[config.mk]
export PLATFORM = sky130hd
export DESIGN_NAME = twos_complement_sequencer
export DESIGN_NICKNAME = d
export VERILOG_FILES = /design/src/rtl/twos_complement_sequencer.sv
export SDC_FILE = /design/constraint.sdc
export NUM_CORES = 1
export LEC_CHECK = 0
export ABC_AREA = 1
export CORE_MARGIN = 2
export CORE_UTILIZATION = 48
export CTS_CLUSTER_DIAMETER = 200
export DETAILED_ROUTE_END_ITERATION = 7
export PLACE_DENSITY = 0.85
export SLEW_MARGIN = 0
export SYNTH_ARGS = -nofsm -noshare
export SYNTH_HDL_FRONTEND = slang
export SYNTH_SLANG_ARGS = --single-unit
[constraint.sdc]
create_clock -name Clk -period 1.3 [get_ports Clk]
set_input_delay 0.13 -clock Clk [delete_from_list [all_inputs] [get_ports Clk]]
set_output_delay 0.13 -clock Clk [all_outputs]
set_load 0.005 [all_outputs]
[src/rtl/twos_complement_sequencer.sv]
// Bit-serial two's complement / pass-through unit. It walks the operand LSB-first,
// one bit per clock, copying bits up to and including the first 1 and inverting the rest.
module twos_complement_sequencer #(
  parameter int WIDTH = 4,
  parameter int CNT_W = 3
) (
  input  logic             Clk,
  input  logic             Rst_n,
  input  logic [WIDTH-1:0] In_Data,
  input  logic             Mode,
  input  logic             In_Valid,
  output logic             In_Ready,
  output logic [WIDTH-1:0] Out_Data,
  output logic             Out_Valid,
  input  logic             Out_Ready,
  output logic             Overflow,
  output logic             Busy,
  output logic [1:0]       dbg_state
);

  // Handshakes: a transfer happens on a rising edge where valid and ready are both 1;
  // In_Ready is high only in IDLE, and Out_Valid is high only in DONE.
  typedef enum logic [1:0] {
    IDLE  = 2'd0,
    SHIFT = 2'd1,
    DONE  = 2'd2
  } state_t;

  localparam logic [WIDTH-1:0] MIN_NEG = {1'b1, {(WIDTH-1){1'b0}}};
  localparam logic [CNT_W-1:0] LAST_CNT = CNT_W'(WIDTH - 1);

  state_t           state_q, state_d;
  logic [WIDTH-1:0] shift_q, shift_d;
  logic [WIDTH-1:0] result_q, result_d;
  logic [CNT_W-1:0] cnt_q, cnt_d;
  logic             seen_one_q, seen_one_d;
  logic             mode_q, mode_d;
  logic             ovf_q, ovf_d;
  logic             cur_bit;
  logic             out_bit;

  always_ff @(posedge Clk or negedge Rst_n) begin
    if (!Rst_n) begin
      state_q    <= IDLE;
      shift_q    <= '0;
      result_q   <= '0;
      cnt_q      <= '0;
      seen_one_q <= 1'b0;
      mode_q     <= 1'b0;
      ovf_q      <= 1'b0;
    end else begin
      state_q    <= state_d;
      shift_q    <= shift_d;
      result_q   <= result_d;
      cnt_q      <= cnt_d;
      seen_one_q <= seen_one_d;
      mode_q     <= mode_d;
      ovf_q      <= ovf_d;
    end
  end

  assign cur_bit = shift_q[0];
  // This is the per-bit true/inverted select of a combinational complementer.
  assign out_bit = (mode_q & seen_one_q) ? ~cur_bit : cur_bit;

  always_comb begin
    state_d    = state_q;
    shift_d    = shift_q;
    result_d   = result_q;
    cnt_d      = cnt_q;
    seen_one_d = seen_one_q;
    mode_d     = mode_q;
    ovf_d      = ovf_q;
    unique case (state_q)
      IDLE: begin
        if (In_Valid) begin
          shift_d    = In_Data;
          result_d   = '0;
          cnt_d      = '0;
          seen_one_d = 1'b0;
          mode_d     = Mode;
          ovf_d      = Mode & (In_Data == MIN_NEG);
          state_d    = SHIFT;
        end
      end
      SHIFT: begin
        shift_d    = shift_q >> 1;
        result_d   = {out_bit, result_q[WIDTH-1:1]};
        seen_one_d = seen_one_q | cur_bit;
        cnt_d      = cnt_q + 1'b1;
        if (cnt_q == LAST_CNT) state_d = DONE;
      end
      DONE: begin
        if (Out_Ready) state_d = IDLE;
      end
      default: state_d = IDLE;
    endcase
  end

  assign In_Ready  = Rst_n & (state_q == IDLE);
  assign Out_Valid = (state_q == DONE);
  assign Out_Data  = (state_q == DONE) ? result_q : '0;
  assign Overflow  = (state_q == DONE) & ovf_q;
  assign Busy      = (state_q != IDLE);
  assign dbg_state = state_q;

endmodule

==> reports/metrics.csv, run 1 <==
metric,value,unit
run_status,"complete, but fails checks",
violations,setup timing,
hold_viol,0,
initial_core_util,50.3,%
netlist_instances,100,
rrSetupSlack,0.06,ns
min_period,1.39,ns
vias,783,
postCtsHoldBufs,0,
power_density,2200,mW/mm2
tightestPinTransition,0.308,ns
worst_clock_skew,0.00711,ns
synth-edff-count,0,
drv_cap,0,
track_usage,20.8,%
yosysMostFrequentCell,nand2_1,
maxSlewHeadroom,79.4,%
start_kind,register,
r2r_start,dbg_state[0],
antenna_found_initial,0,
cts_buffer_depth,2,
cts_sinks,16,
die_area,0.00215,mm2
period_share,107,%
cp.arrival,1.26,ns
cts_htree_levels,1,
slew_viol_final,0,
diodes,0,
synth-seq-cells,16,
syn_area,860,um2
cts_tree,done,
hp-class,input port to asynchronous set/reset pin,
required,1.17,ns
drt_pass1_iterations,4,
ir_drop,1170,uV
pre_cts_ws,-0.101,ns
cp_top_family,flip-flops,
syn_to_final_growth,40.5,%
worst_r2r_path_depth,6,
cts_made_buffers,3,
post_drt_wl_per_cell,12.0,um
fmax,0.721,GHz
vias_per_cell,4.86,
fin_ws,-0.0871,ns
path_buf_inv,3,
dp_hpwl,1.33,mm
grt_pass1_vias,686,
async_reset_ff_share,100,%
gp_congestion,0.806,
row_count,15,
clock_latency,0.29,ns
core,0.00171,mm2
synth_ff_type,dfrtp_1,
die_h,46.3,um
grt_overflow,0,
grt_max_degree,17,
synth_common_cells,"nand2_1 (26), dfrtp_1 (16), nand2_2 (11)",
finalSetupViolations,8,
final_net_count,148,
grt_pass1_wl,3.06,mm
slowest_stage,dfrtp_2,
synth_cell_types,17,
syn_area_per_cell,8.60,um2
drc,0,
routed_wl,1.94,mm
yosysWarnings,0,
drt_iter0_markers,15,
die_w,46.3,um
r2r-end,cnt_q[0],
synth_top_area_share,46.6,%
synth_top_area_cell,dfrtp_1,
rsz0062_at_grt,yes,
totalPowerFinal,0.00266,W
power.leakage,0.611,nW
drtAntennaViolNets,0,
ys_seq_area_share,46.6,%
crit_type,register to output pin,
cp-end-kind,output pin,
port_buffers,18,
synth_nets,111,
ys_top_cells_by_area,"dfrtp_1 (47%), nand2_1 (11%), nand2_2 (8.0%), o21ai_2 (5.1%), inv_1 (4.4%)",
critPathMaxStageDelay,0.44,ns
clockRootBuffer,clkbuf_4,
clk_pin_slew,0.10,ns
path_max_fanout,3,
io_pins,19,
worstPathCellList,buf_6 -> nor2_4 -> buf_4 -> clkdlybuf4s15_2,
layout-drive-gt1-share,43.4,%
[state kept, by name, summed over array words and instances, names as in the netlist]
register / cells
result_q: 4
seen_one_q: 1
dbg_state: 2
shift_q: 4
cnt_q: 3
mode_q: 1
ovf_q: 1
[power by group]
| group | switching, W | internal, W |
|---|---|---|
| logic | 0.000738 | 0.000687 |
| clock network | 0.000165 | 0.000171 |
| registers | 0.000181 | 0.000715 |
[how the worst max path moves through the flow]
stage	startpoint	to	slack, ns	cells past startpoint
floorplan	dbg_state[1]	result_q[3]	0.26	5
global placement	Rst_n	In_Ready	-0.1	4
detailed placement	dbg_state[1]	Out_Data[3]	-0.10	5
CTS	dbg_state[0]	Out_Valid	-0.08	4
global route	dbg_state[0]	Out_Valid	-0.13	4
finish	dbg_state[0]	Out_Valid	-0.09	4
[metrics by stage]
stage	hold slack [ns]	cells	cell area (um2)	util, %	setup TNS (ns)
global placement	0.468	153	1130	66.2	-0.417
global route	0.238	161	1210	70.7	-0.774
CTS	0.216	161	1190	69.7	-0.274
detailed placement	0.473	153	1130	66.2	-0.547
floorplan	-0.166	100	860	-	0
finish	0.214	161	1210	70.7	-0.357
[final cells by class]
type                            instances  area (um2)
Fill cell                             120         500
Sequential cell                        16         403
Multi-Input combinational cell         68         385
Timing Repair Buffer                   34         297
Inverter                               14        55.1
Clock buffer                            4        36.3
Tap cell                               25        31.3
[cell families after synthesis]
group	count (synthesis)	synth area share, %
compound gates	11	9.90
buf+inv	16	9.75
simple gates	55	30.9
fa+ha+maj	2	2.91
flops	16	46.6
[worst reg2reg max path, cell delays in order (launching register included)]
cell and delay [ns]:
dfrtp_2 0.44, buf_6 0.13, buf_6 0.13, o21ai_4 0.19
buf_6 0.16, nand2_1 0.05, o21ai_0 0.06
[placed cells by master (no fill, tap or decap), types with 4 or more instances in the layout]
master           instances
inv_2                    4
clkdlybuf4s50_1          8
nand2_1                 25
buf_4                    9
buf_6                    8
inv_1                    9
nand3_1                  7
o21ai_2                  5
dfrtp_1                 14
nor2_1                   5
nand2_2                 12
buf_2                    6
[metal layers]
metal	track usage, %	wire length [um]
met1	26.7	784
met2	33.6	995
met3	4.71	137
met4	8.57	18
met5	0	0
[repair_timing]
| action | 4_1_cts | 5_1_grt |
|---|---|---|
| setup endpoints to repair | 10 | 19 |
| pin swaps | 3 | 2 |
| resized for setup | 44 | 5 |
| buffers inserted | 4 | 0 |
No activity file was read; power rests on OpenSTA's default activity.
==> inputs of run 2 (changes only) <==
SKIP_LAST_GASP = 1   (was unset)
==> reports/metrics.csv, run 2 (synthesis results as in run 1) <==
metric,value,unit,change
run_status,"complete, but fails checks",,
violations,setup timing,,
cts_made_buffers,3,,unchanged
slew_viol_final,0,,unchanged
routed_wl,1.99,mm,+2.6%
post_drt_wl_per_cell,12.3,um,+2.6%
critPathMaxStageDelay,0.44,ns,about the same
worst_clock_skew,0.00516,ns,-0.00195 ns
slowest_stage,dfrtp_2,,
placed_area,0.00113,mm2,unchanged
die_area,0.00215,mm2,unchanged
period_share,107,%,+0.61 points
port_buffers,18,,unchanged
row_count,15,,unchanged
cp.arrival,1.27,ns,about the same
tightestPinTransition,0.306,ns,-0.00165 ns
drtAntennaViolNets,0,,unchanged
finish.instance_area,0.00120,mm2,-0.21%
drt_iter0_markers,14,,-1
syn_to_final_growth,40.2,%,
layout-drive-gt1-share,42.6,%,-0.74 points
hold_viol,0,,unchanged
power.leakage,0.614,nW,+0.36%
gp_congestion,0.806,,unchanged
vias,801,,+2.3%
reg.largest.list,"result_q: 4 flops, shift_q: 4 flops, cnt_q: 3 flops",,
die_w,46.3,um,unchanged
cts_htree_levels,1,,unchanged
clockRootBuffer,clkbuf_4,,
final_net_count,148,,unchanged
cts_sinks,16,,unchanged
clk_pin_slew,0.10,ns,about the same
clock_latency,0.30,ns,about the same
final_cell_mix,"nand2_1 (26), dfrtp_1 (14), nand2_2 (11)",,
path_max_fanout,6,,+3
rsz0062_at_grt,yes,,
postCtsHoldBufs,0,,unchanged
track_usage,20.3,%,-0.49 points
start_kind,register,,
pre_cts_ws,-0.101,ns,unchanged
io_pins,19,,unchanged
grt_pass1_vias,674,,-1.7%
rrSetupSlack,0.06,ns,about the same
cp-end-kind,output pin,,
required,1.17,ns,about the same
die_h,46.3,um,unchanged
drt_pass1_iterations,4,,unchanged
worst_r2r_path_depth,6,,unchanged
drc,0,,unchanged
min_period,1.40,ns,+0.00798 ns
fin_ws,-0.0951,ns,-0.00798 ns
ir_drop,1120,uV,-4.2%
grt_overflow,0,,unchanged
r2r_start,dbg_state[0],,
vias_per_cell,4.98,,+2.3%
core,0.00171,mm2,unchanged
grt_max_degree,17,,unchanged
r2r-end,cnt_q[0],,
antenna_found_initial,0,,unchanged
cts_tree,done,,
path_buf_inv,3,,unchanged
cp_top_family,flip-flops,,
worstPathCellList,buf_6 -> nor2_4 -> inv_4 -> nor2_1 -> buf_2,,
finalSetupViolations,8,,unchanged
grt_pass1_wl,2.99,mm,-2.3%
cts_buffer_depth,2,,unchanged
hp-class,input port to asynchronous set/reset pin,,
layout_commonest_cell,nand2_1,,
diodes,0,,unchanged
dp_hpwl,1.33,mm,unchanged
drv_cap,0,,unchanged
fmax,0.717,GHz,-0.57%
maxSlewHeadroom,79.5,%,+0.11 points
crit_type,register to output pin,,
power_density,2210,mW/mm2,+0.24%
initial_core_util,50.3,%,unchanged
==> run 2: cell count changes in the layout (fill, tap and decap cells not counted) <==
cell | previous run | this run
nand2_2 | 12 | 11
buf_6 | 8 | 9
nand2_1 | 25 | 26
clkdlybuf4s15_2 | 1 | 0
==> run 2: repair_timing <==
action	4_1_cts	5_1_grt
setup buffers	4	1
resized for setup	42	9
hold endpoints to repair	0	0
pin swaps	3	4
gates cloned	0	0
setup endpoints to repair	10	18
==> run 2: metal layers <==
metal,track usage [%],vias up,routed length (um)
met4,8.57,0,48
met3,4.71,7,166
li1,-,383,-
met2,31.7,41,973
met1,27.0,370,795
met5,0,-,0
==> run 2: cell type report <==
class | count | area [um2]
repair buffers | 34 | 297
well taps | 25 | 31.3
multi-input cells | 68 | 383
inverters | 14 | 55.1
flip-flops and latches | 16 | 403
clock buffers | 4 | 36.3
fillers | 121 | 503
==> run 2: report_power, final <==
group | leakage, nW | total [W] | internal (W) | switching [W]
clock | 0.0210 | 0.000342 | 0.000171 | 0.000171
sequential | 0.202 | 0.000896 | 0.000715 | 0.000181
combinational | 0.391 | 0.00142 | 0.000678 | 0.000741
total | 0.614 | 0.00266 | 0.00156 | 0.00109
==> run 2: how the worst max path moves through the flow <==
stage | from | endpoint | slack (ns) | cells after the start
2_1_floorplan | dbg_state[1] | result_q[3] | 0.26 | 5
3_3_place_gp | Rst_n | In_Ready | -0.1 | 4
3_5_place_dp | dbg_state[1] | Out_Data[3] | -0.10 | 5
4_1_cts | dbg_state[0] | Overflow | -0.13 | 5
5_1_grt | dbg_state[0] | Overflow | -0.13 | 5
6_report | dbg_state[0] | Out_Data[1] | -0.1 | 5
==> run 2: through the flow <==
| stage | hold WS (ns) | std cells | total power (W) | utilization, % | TNS [ns] |
|---|---|---|---|---|---|
| final | 0.201 | 161 | 0.00266 | 70.5 | -0.511 |
| after global routing | 0.238 | 161 | 0.00285 | 70.5 | -0.808 |
| after CTS | 0.216 | 161 | 0.00259 | 69.9 | -0.432 |
| after detailed placement | 0.473 | 153 | 0.00214 | 66.2 | -0.547 |
| after global placement | 0.468 | 153 | 0.00208 | 66.2 | -0.417 |
| after floorplan | -0.166 | 100 | 0.00171 | - | 0 |
==> inputs of run 3 (changes only) <==
CORE_UTILIZATION = 43   (was 48)
PLACE_DENSITY = 0.81   (was 0.85)
SLEW_MARGIN = 20   (was 0)
clock period = 1.18 ns   (was 1.3 ns; I/O delays follow)
==> reports/metrics.csv, run 3 (synthesis results as in run 1) <==
metric,value,unit,change
cts_buffer_depth,2,,unchanged
grt_pass1_vias,764,,+13%
required,1.06,ns,-0.11 ns
cts_tree,done,,
cts_htree_levels,1,,unchanged
cts_sinks,16,,unchanged
fill_cells,159,,+31%
die_area,0.00237,mm2,+11%
dp_hpwl,1.35,mm,+1.8%
vias_per_cell,4.75,,-4.5%
r2r_start,dbg_state[0],,
r2r-end,cnt_q[0],,
drc,0,,unchanged
grt_max_degree,17,,unchanged
cts_made_buffers,3,,unchanged
tightestPinTransition,0.234,ns,-0.0720 ns
die_w,48.7,um,+5.2%
start_kind,register,,
finalSetupViolations,18,,+10
pre_cts_ws,-0.201,ns,-0.0999 ns
path_max_fanout,3,,-3
gp_congestion,0.773,,-4.1%
track_usage,17.7,%,-2.6 points
fin_hold_ws,0.168,ns,-0.0327 ns
cp.arrival,1.21,ns,-0.06 ns
drt_iter0_markers,19,,+5
diodes,0,,unchanged
final_net_count,147,,-0.68%
hold_viol,0,,unchanged
port_buffers,18,,unchanged
io_pins,19,,unchanged
syn_to_final_growth,41.0,%,
layout_commonest_cell,nand2_1,,
hp-class,input port to asynchronous set/reset pin,,
register_area,402,um2,-0.31%
final_cell_mix,"nand2_1 (25), dfrtp_1 (15), nand2_2 (11)",,
antenna_found_initial,0,,unchanged
vias,770,,-3.9%
startpoint,dbg_state[0],,
cp-endpoint,In_Ready,,
power_density,2360,mW/mm2,+7.0%
fmax,0.753,GHz,
min_period,1.33,ns,
fin_ws,-0.149,ns,-0.0534 ns
slew_viol_final,0,,unchanged
rrSetupSlack,-0.03,ns,-0.09 ns
rsz0062_at_grt,yes,,
routed_wl,1.88,mm,-5.3%
drtAntennaViolNets,0,,unchanged
grt_overflow,0,,unchanged
clk_pin_slew,0.10,ns,about the same
drv_cap,0,,unchanged
worst_clock_skew,0.00528,ns,+0.000123 ns
clockRootBuffer,clkbuf_4,,
reg.largest.list,"result_q: 4 flops, shift_q: 4 flops, cnt_q: 3 flops",,
maxSlewHeadroom,84.3,%,+4.8 points
run_status,"complete, but fails checks",,
layout-drive-gt1-share,43.7,%,+1.1 points
worst_r2r_path_depth,5,,-1
crit_type,register to output pin,,
post_drt_wl_per_cell,11.6,um,-5.9%
power.leakage,0.617,nW,+0.60%
drt_pass1_iterations,4,,unchanged
violations,setup timing,,
period_share,113,%,
cp-end-kind,output pin,,
core,0.00192,mm2,+13%
grt_pass1_wl,3.26,mm,+9.2%
ir_drop,1630,uV,+45%
row_count,16,,+1
multi_input_area,395,um2,+3.3%
initial_core_util,44.7,%,-5.6 points
die_h,48.7,um,+5.2%
clock_latency,0.29,ns,about the same
run 3: per-stage QoR:
stage	power [W]	util [%]	TNS, ns	std cells	cell area (um2)
global route	0.00310	63.1	-2.22	162	1210
global placement	0.00227	58.5	-1.01	154	1120
detailed placement	0.00233	58.5	-1.23	154	1120
floorplan	0.00188	-	0	100	860
finish	0.00286	63.1	-1.09	162	1210
CTS	0.00284	61.7	-1.05	162	1180
run 3: worst min-delay path by stage:
stage | startpoint | endpoint | slack [ns]
3_5_place_dp | result_q[2] | result_q[2] | 0.47
3_3_place_gp | result_q[2] | result_q[2] | 0.47
6_report | Rst_n | ovf_q | 0.17
5_1_grt | Rst_n | ovf_q | 0.20
4_1_cts | Rst_n | ovf_q | 0.17
2_1_floorplan | Rst_n | cnt_q[0] | -0.18
run 3: cell type report:
| cell class | count | area share [%] |
|---|---|---|
| tap | 27 | 2.79 |
| multi-input combinational | 68 | 32.6 |
| inverter | 14 | 4.75 |
| sequential | 16 | 33.1 |
| timing repair buffer | 33 | 23.7 |
| clock buffer | 4 | 2.99 |
run 3: per-layer routing:
metal / global-route usage [%] / vias to the layer above / part of all wire (%)
met3: 3.09 / 4 / 5.5
met1: 20.5 / 366 / 40
li1: - / 379 / -
met4: 8.57 / 0 / 1.9
met2: 31.5 / 21 / 53
met5: 0 / - / 0
run 3: worst max-delay path, stage by stage (launching register included):
cell,delay [ns]
dfrtp_2,0.45
buf_6,0.13
nor2_4,0.09
inv_2,0.05
nor2_1,0.08
buf_2,0.12
run 3: power breakdown:
part	switching (W)	leakage (nW)	total (W)	internal, W
Sequential	0.000180	0.204	0.000966	0.000786
Combinational	0.000818	0.393	0.00153	0.000708
Clock	0.000182	0.0210	0.000370	0.000188
Total	0.00118	0.617	0.00286	0.00168
run 3: repair_timing:
item / in CTS / in global routing
pin swaps: 2 / 2
resized for setup: 51 / 11
setup endpoints to repair: 18 / 17
hold buffers: 0 / 0
buffers inserted: 5 / 2
